File: src/rtl/cam_pixel_capture.sv
`default_nettype none
// +----------------------------------------------------------------------------+
// | Module      : cam_pixel_capture                                            |
// | Description : Samples an 8-bit camera bus in the system clock domain,      |
// |               pairs bytes into RGB565 pixels and drives a RAM write port.  |
// | Revision    : 1.0 - initial release                                        |
// +----------------------------------------------------------------------------+
module cam_pixel_capture #(
    parameter int IMG_W = 160,
    parameter int IMG_H = 120,
    parameter int AW    = 17,
    parameter int DW    = 16
) (
    input  logic          clk,
    input  logic          rst,
    input  logic          enable,
    input  logic          cam_pclk,
    input  logic          cam_vsync,
    input  logic          cam_href,
    input  logic [7:0]    cam_data,
    output logic [AW-1:0] mem_addr,
    output logic [DW-1:0] mem_data,
    output logic          mem_wr,
    output logic          frame_done,
    output logic          busy
);

    localparam int              c_COL_W    = $clog2(IMG_W + 1);
    localparam int              c_ROW_W    = $clog2(IMG_H + 1);
    localparam logic [c_COL_W-1:0] c_COL_MAX  = c_COL_W'(IMG_W);
    localparam logic [c_ROW_W-1:0] c_ROW_MAX  = c_ROW_W'(IMG_H);
    localparam logic [AW-1:0]   c_ADDR_MAX = AW'(IMG_W * IMG_H - 1);

    localparam logic [1:0] c_ST_IDLE     = 2'd0;
    localparam logic [1:0] c_ST_WAIT_SOF = 2'd1;
    localparam logic [1:0] c_ST_CAPTURE  = 2'd2;
    localparam logic [1:0] c_ST_DONE     = 2'd3;

    localparam logic c_PH_HI = 1'b0;
    localparam logic c_PH_LO = 1'b1;

    logic       r_pclk_s1, r_pclk_s2, r_pclk_d;
    logic       r_vsync_s1, r_vsync_s2, r_vsync_d;
    logic       r_href_s1, r_href_s2, r_href_d;
    logic [7:0] r_data_s1, r_data_s2, r_data_d;
    logic       r_pclk_rise, r_vsync_rise, r_vsync_fall, r_href_fall;

    logic [1:0]         r_state;
    logic               r_phase;
    logic [c_COL_W-1:0] r_col;
    logic [c_ROW_W-1:0] r_row;
    logic [AW-1:0]      r_mem_addr;
    logic [DW-1:0]      r_mem_data;
    logic               r_mem_wr;
    logic               r_frame_done;
    logic               r_busy;

    logic w_byte_valid;

    // Edge flags are registered, so the *_d copies are the level values aligned with them.
    always_ff @(posedge clk or posedge rst) begin
        if (rst) begin
            r_pclk_s1    <= 1'b0;
            r_pclk_s2    <= 1'b0;
            r_pclk_d     <= 1'b0;
            r_vsync_s1   <= 1'b0;
            r_vsync_s2   <= 1'b0;
            r_vsync_d    <= 1'b0;
            r_href_s1    <= 1'b0;
            r_href_s2    <= 1'b0;
            r_href_d     <= 1'b0;
            r_data_s1    <= 8'd0;
            r_data_s2    <= 8'd0;
            r_data_d     <= 8'd0;
            r_pclk_rise  <= 1'b0;
            r_vsync_rise <= 1'b0;
            r_vsync_fall <= 1'b0;
            r_href_fall  <= 1'b0;
        end else begin
            r_pclk_s1    <= cam_pclk;
            r_pclk_s2    <= r_pclk_s1;
            r_pclk_d     <= r_pclk_s2;
            r_vsync_s1   <= cam_vsync;
            r_vsync_s2   <= r_vsync_s1;
            r_vsync_d    <= r_vsync_s2;
            r_href_s1    <= cam_href;
            r_href_s2    <= r_href_s1;
            r_href_d     <= r_href_s2;
            r_data_s1    <= cam_data;
            r_data_s2    <= r_data_s1;
            r_data_d     <= r_data_s2;
            r_pclk_rise  <= r_pclk_s2 & ~r_pclk_d;
            r_vsync_rise <= r_vsync_s2 & ~r_vsync_d;
            r_vsync_fall <= ~r_vsync_s2 & r_vsync_d;
            r_href_fall  <= ~r_href_s2 & r_href_d;
        end
    end

    assign w_byte_valid = r_pclk_rise & r_href_d;

    always_ff @(posedge clk or posedge rst) begin
        if (rst) begin
            r_state      <= c_ST_IDLE;
            r_phase      <= c_PH_HI;
            r_col        <= '0;
            r_row        <= '0;
            r_mem_addr   <= '0;
            r_mem_data   <= '0;
            r_mem_wr     <= 1'b0;
            r_frame_done <= 1'b0;
            r_busy       <= 1'b0;
        end else begin
            r_mem_wr     <= 1'b0;
            r_frame_done <= 1'b0;

            // Saturating advance keeps the address inside the frame buffer.
            if (r_mem_wr && (r_mem_addr != c_ADDR_MAX)) begin
                r_mem_addr <= r_mem_addr + AW'(1);
            end

            case (r_state)
                c_ST_IDLE: begin
                    if (enable) begin
                        r_state <= c_ST_WAIT_SOF;
                        r_busy  <= 1'b1;
                    end
                end
                c_ST_WAIT_SOF: begin
                    if (r_vsync_fall) begin
                        r_mem_addr <= '0;
                        r_col      <= '0;
                        r_row      <= '0;
                        r_phase    <= c_PH_HI;
                        r_state    <= c_ST_CAPTURE;
                    end
                end
                c_ST_CAPTURE: begin
                    if (r_vsync_rise) begin
                        r_state      <= c_ST_DONE;
                        r_frame_done <= 1'b1;
                    end else if (r_href_fall) begin
                        r_col   <= '0;
                        r_phase <= c_PH_HI;
                        if (r_row != c_ROW_MAX) begin
                            r_row <= r_row + c_ROW_W'(1);
                        end
                    end else if (w_byte_valid) begin
                        if (r_phase == c_PH_HI) begin
                            r_mem_data[DW-1 -: 8] <= r_data_d;
                            r_phase               <= c_PH_LO;
                        end else begin
                            r_mem_data[7:0] <= r_data_d;
                            r_phase         <= c_PH_HI;
                            if (r_col != c_COL_MAX) begin
                                r_col <= r_col + c_COL_W'(1);
                            end
                            if ((r_col < c_COL_MAX) && (r_row < c_ROW_MAX)) begin
                                r_mem_wr <= 1'b1;
                            end
                        end
                    end
                end
                default: begin
                    r_state <= c_ST_IDLE;
                    r_busy  <= 1'b0;
                end
            endcase
        end
    end

    assign mem_addr   = r_mem_addr;
    assign mem_data   = r_mem_data;
    assign mem_wr     = r_mem_wr;
    assign frame_done = r_frame_done;
    assign busy       = r_busy;

endmodule
`default_nettype wire

File: config.mk
export PLATFORM = sky130hd
export DESIGN_NAME = cam_pixel_capture
export DESIGN_NICKNAME = d
export VERILOG_FILES = /design/src/rtl/cam_pixel_capture.sv
export SDC_FILE = /design/constraint.sdc
export NUM_CORES = 1
export LEC_CHECK = 0
export CAP_MARGIN = 20
export CORE_ASPECT_RATIO = 0.6
export CORE_MARGIN = 4
export CORE_UTILIZATION = 59
export DETAILED_ROUTE_END_ITERATION = 6
export PLACE_DENSITY = 0.92
export SLEW_MARGIN = 20
export SYNTH_ARGS = -nofsm -noshare
export SYNTH_HDL_FRONTEND = slang
export SYNTH_SLANG_ARGS = --single-unit
File: constraint.sdc
create_clock -name clk -period 8.4 [get_ports clk]
set_input_delay 0.84 -clock clk [delete_from_list [all_inputs] [get_ports clk]]
set_output_delay 0.84 -clock clk [all_outputs]
set_load 0.01 [all_outputs]
### Word-level counts from Yosys, hierarchy flattened

Index checks and enable logic that the tools add are counted.

* input port bits: 14
* output and inout port bits: 36
* flip-flop bits (word level): 91
* word-level logic and storage cells: 105

* add/sub/neg operators: 3
* order comparisons: 2
* reductions and logical operators: 12
* bitwise operators: 13
* multiplexer cells: 35
* equal/unequal tests: 14

Operator list (count)
* 2-to-1 mux 17 bit: 3
* 2-to-1 mux 8 bit: 6
* 2-to-1 mux 7 bit: 4
* adder 17 x 1 -> 17 bit, second input constant: 1
* inequality test 17 x 15 -> 1 bit, second input constant: 1
* one-hot mux 8 bit (2 select lines): 1
* AND reduction 5 bit: 3
* 2-to-1 mux 1 bit: 14
* one-hot mux 7 bit (2 select lines): 1
* inequality test 2 bit, second input constant: 6
* inequality test 3 bit, second input constant: 3
* adder 8 x 1 -> 8 bit, second input constant: 1
* < comparator 8 bit, second input constant: 1
* inequality test 8 bit, second input constant: 1
* NOT 1 bit: 8
* adder 7 x 1 -> 7 bit, second input constant: 1
* < comparator 7 bit, second input constant: 1
* inequality test 7 bit, second input constant: 1
* 2-to-1 mux 2 bit: 3
* one-hot mux 2 bit (3 select lines): 1
* AND reduction 6 bit: 1
* AND 1 bit: 5
* one-hot mux 1 bit (2 select lines): 2
* AND reduction 4 bit: 1
* other kinds (8): 9

### Logic depth before layout (Yosys ltp)

* depth in word-level cells: 8
* mapped depth: 8
* depth with buffers taken out: 6

### Worst setup path before layout

OpenSTA, ideal clock, no wires.

* path type: register -> register
* start: register r_state[0]
* end: register r_mem_data[10] (netlist: mem_data[10])
* period minus slack after synthesis: 1.969 ns
* setup time: 0.125 ns
* setup slack: 6.431 ns
* cell stages (with the launch flop): 8
* buffers on the path: 2
* required time: 8.275 ns
* arrival time: 1.845 ns
* cells stage by stage: dfrtp_1 -> inv_1 -> ha_1 -> buf_4 -> or3b_1 -> buf_6 -> nor3_4 -> mux2_2

* longest elaborated chain between the ends: 2

Ends and longest elaborated chain
* from (decl): line 48 `logic [1:0] r_state;`
* from (signal assigned): line 103 `r_state <= c_ST_IDLE;`
* from (signal assigned): line 124 `r_state <= c_ST_WAIT_SOF;`
* from (signal assigned): line 134 `r_state <= c_ST_CAPTURE;`
* equality test 2 bit: line 121 `case (r_state)`
* AND reduction 5 bit (no line)
* to (signal, indexed assignment): line 149 `r_mem_data[DW-1 -: 8] <= r_data_d;`
* to (decl): line 53 `logic [DW-1:0] r_mem_data;`

No other way between the ends.
A chain may end at the register's enable or synchronous reset.

### Worst setup path in the final report

* start: register r_state[0]
* end: register r_mem_data[5] (netlist: mem_data[5])

Same word-level chain as after synthesis.

==> metrics.yaml <==
post-route-period-util_pct: 30.2
dp_slack_ps: 5920
end_kind: "flip-flop"
syn_avg_cell_area_um2: 12.0
fin_crit_ps: 2540
seqCellArea_um2: 2280
final_cell_mix: "dfrtp_1, clkdlybuf4s50_1, nand2_1, mux2_2, a21oi_1"
port_buffers: 49
timing.rr.start: "r_state[0]"
avgRoutedWirePerCell_um: 17.2
maxCapViolCount: 0
ir_worst_vdd_v: 0.000184
h-tree-depth: 3
die_w_um: 112
grt_pass1_wl_mm: 13.1
hold_end: "r_data_s2[2]"
worstHoldPathCells: 0
outcome: "complete, no violations"
min-delay-start: "r_data_s1[2]"
initial_core_util_pct: 61.9
fmax_mhz: 394
antenna_found_initial: 0
num_vias: 2736
clk_pin_slew_ps: 90
reg2reg_depth: 6
total_power_mw: 1.10
grt_pass1_vias: 2641
yosysUniqueCellTypes: 53
drc: 0
synth-edff-count: 0
rsz0062_at_grt: "false"
drv_slew: 0
die-area_um2: 7900
nFillCells: 389
die_h_um: 70.5
gp_congestion: 0.874
synth_ff_type: "dfrtp_1"
ys_async_sr_fraction_pct: 100
post_cts_buffers: 0
grt_util_all_layers_pct: 20.9
finClkSkew_ps: 7.11
io_pins: 50
cts.sinks: 91
root_buffer: "clkbuf_8"
area_delta_synth_final_pct: 19.4
yosysSeqAreaShare_pct: 59.4
finish.utilization_pct: 74.0
fin_nets: 394
cts-resized-gates: 0
setup_violations: 0
diodes: 0
dp.final_hpwl_mm: 5.37
cts_buffers: 9
yosysWarnings: 0
synth_seq_cells: 91
netlist_instances: 320
ant_nets: 0
routed_wl_mm: 7.91
final_common_cell: "dfrtp_1"
multi_input_area_um2: 1440
relSlewSlack_pct: 46.2
critPathArrivalTime_ps: 2790
worst_slew_pin_slew_ps: 807
drt_pass1_iterations: 4
worstPathMaxFanout: 18
fin_ws_ps: 5860
synth_area_um2: 3830
cts_tree: "done"
synth_fp_nets: 343
core_area_um2: 6190
drt_iter0_drc: 194
placed_cells: 444
critPathLaunchType: "flip-flop"
vias_per_cell: 5.95
power_leakage_nw: 1.98
cts_buffer_depth: 2
worst-endpoint-required_ps: 8650
drive_gt1_share_pct: 12.0
cts-hold-fix-buffers: 0
rr_endpoint: "mem_data[5]"
p_per_area_nw_per_um2: 240
r2r_slack_ps: 5860
clk_latency_ps: 360
min_path_type: "reg -> reg"
num_rows: 22
tns_ps: 0
worstSetupPathType: "reg -> reg"
grt_max_degree: 92
timing.final.hold_violations: 0
overflow: 0
final_cell_count_no_fill: 460
-- kinds of logic after synthesis --
| kind of cell | share of synthesized area, % |
|---|---|
| xor+xnor | 0.228 |
| mux | 6.56 |
| simple gates | 17.3 |
| compound gates | 10.5 |
| flops | 59.4 |
| buf+inv | 3.03 |
| fa+ha+maj | 2.94 |
-- how the worst max path moves through the flow --
stage                    start     endpoint  depth (start not counted)
floorplan                  rst         busy                          1
global placement    r_state[0]     r_col[0]                          6
detailed placement  r_state[0]     r_col[0]                          6
CTS                 r_state[0]  mem_data[5]                          6
global route        r_state[0]     r_col[3]                          6
finish              r_state[0]  mem_data[5]                          6
-- sequential cells by signal (all words and copies together), names as in the netlist, 2 cells and up --
signal     count
mem_addr      17
mem_data      16
r_col          8
r_data_d       8
r_data_s1      8
r_data_s2      8
r_row          7
r_state        2
-- per-stage QoR --
stage                     instance area, um2  hold slack (ps)
after global placement                  4380              331
after CTS                               4580              357
after global routing                    4580              362
after floorplan                         3830              331
final                                   4580              357
after detailed placement                4380              336
-- routing by layer --
layer | wire length (um) | global-route usage, % | up-vias
met5 | 0 | 0 | -
met4 | 35 | 5.33 | 0
met3 | 466 | 6.06 | 8
met2 | 3780 | 32.5 | 79
met1 | 3630 | 29.2 | 1380
li1 | - | - | 1269
-- layout make-up --
type,instances,area share (%)
multi-input combinational,203,31.5
sequential,91,49.7
inverter,16,1.34
timing repair buffer,50,11.0
clock inverter,7,1.53
clock buffer,9,2.70
tap,84,2.29
-- power by group --
group | total [mW] | internal, mW | switching, mW
combinational | 0.290 | 0.131 | 0.159
sequential | 0.526 | 0.488 | 0.0376
clock | 0.284 | 0.116 | 0.168
total | 1.10 | 0.735 | 0.365
-- cell usage after synthesis, drive strengths merged (2+ instances only) --
library cell   n  area (um2)
buf            7        45.0
nor2b          7        43.8
nor2           2        7.51
mux2i          6        60.1
inv           16        60.1
nand3b         2        15.0
nand4          6        37.5
a31oi          2        12.5
nand2b         7        43.8
o211ai         2        20.0
ha             9         113
o21ai         14        70.1
a21boi         2        15.0
mux2          17         191
a22o           2        17.5
or4            9        67.6
nor3           4        36.3
or3            3        18.8
o31ai         10        75.1
clkbuf         3        11.3
and4           7        61.3
or3b           2        17.5
dfrtp         91        2280
and3           5        31.3
nand2         30         113
nand3         12        70.1
a21oi         17        85.1
or2            2        12.5
a21o           2        15.0
o311ai         4        35.0
and2           3        18.8
-- critical path: stages (launching register included) --
cell and delay (ps):
dfrtp_1 410, inv_1 110, ha_1 510, nor2b_1 270, nand2_1 110, nor3_2 600
mux2_2 430
Power figures use the tool's default switching activity.
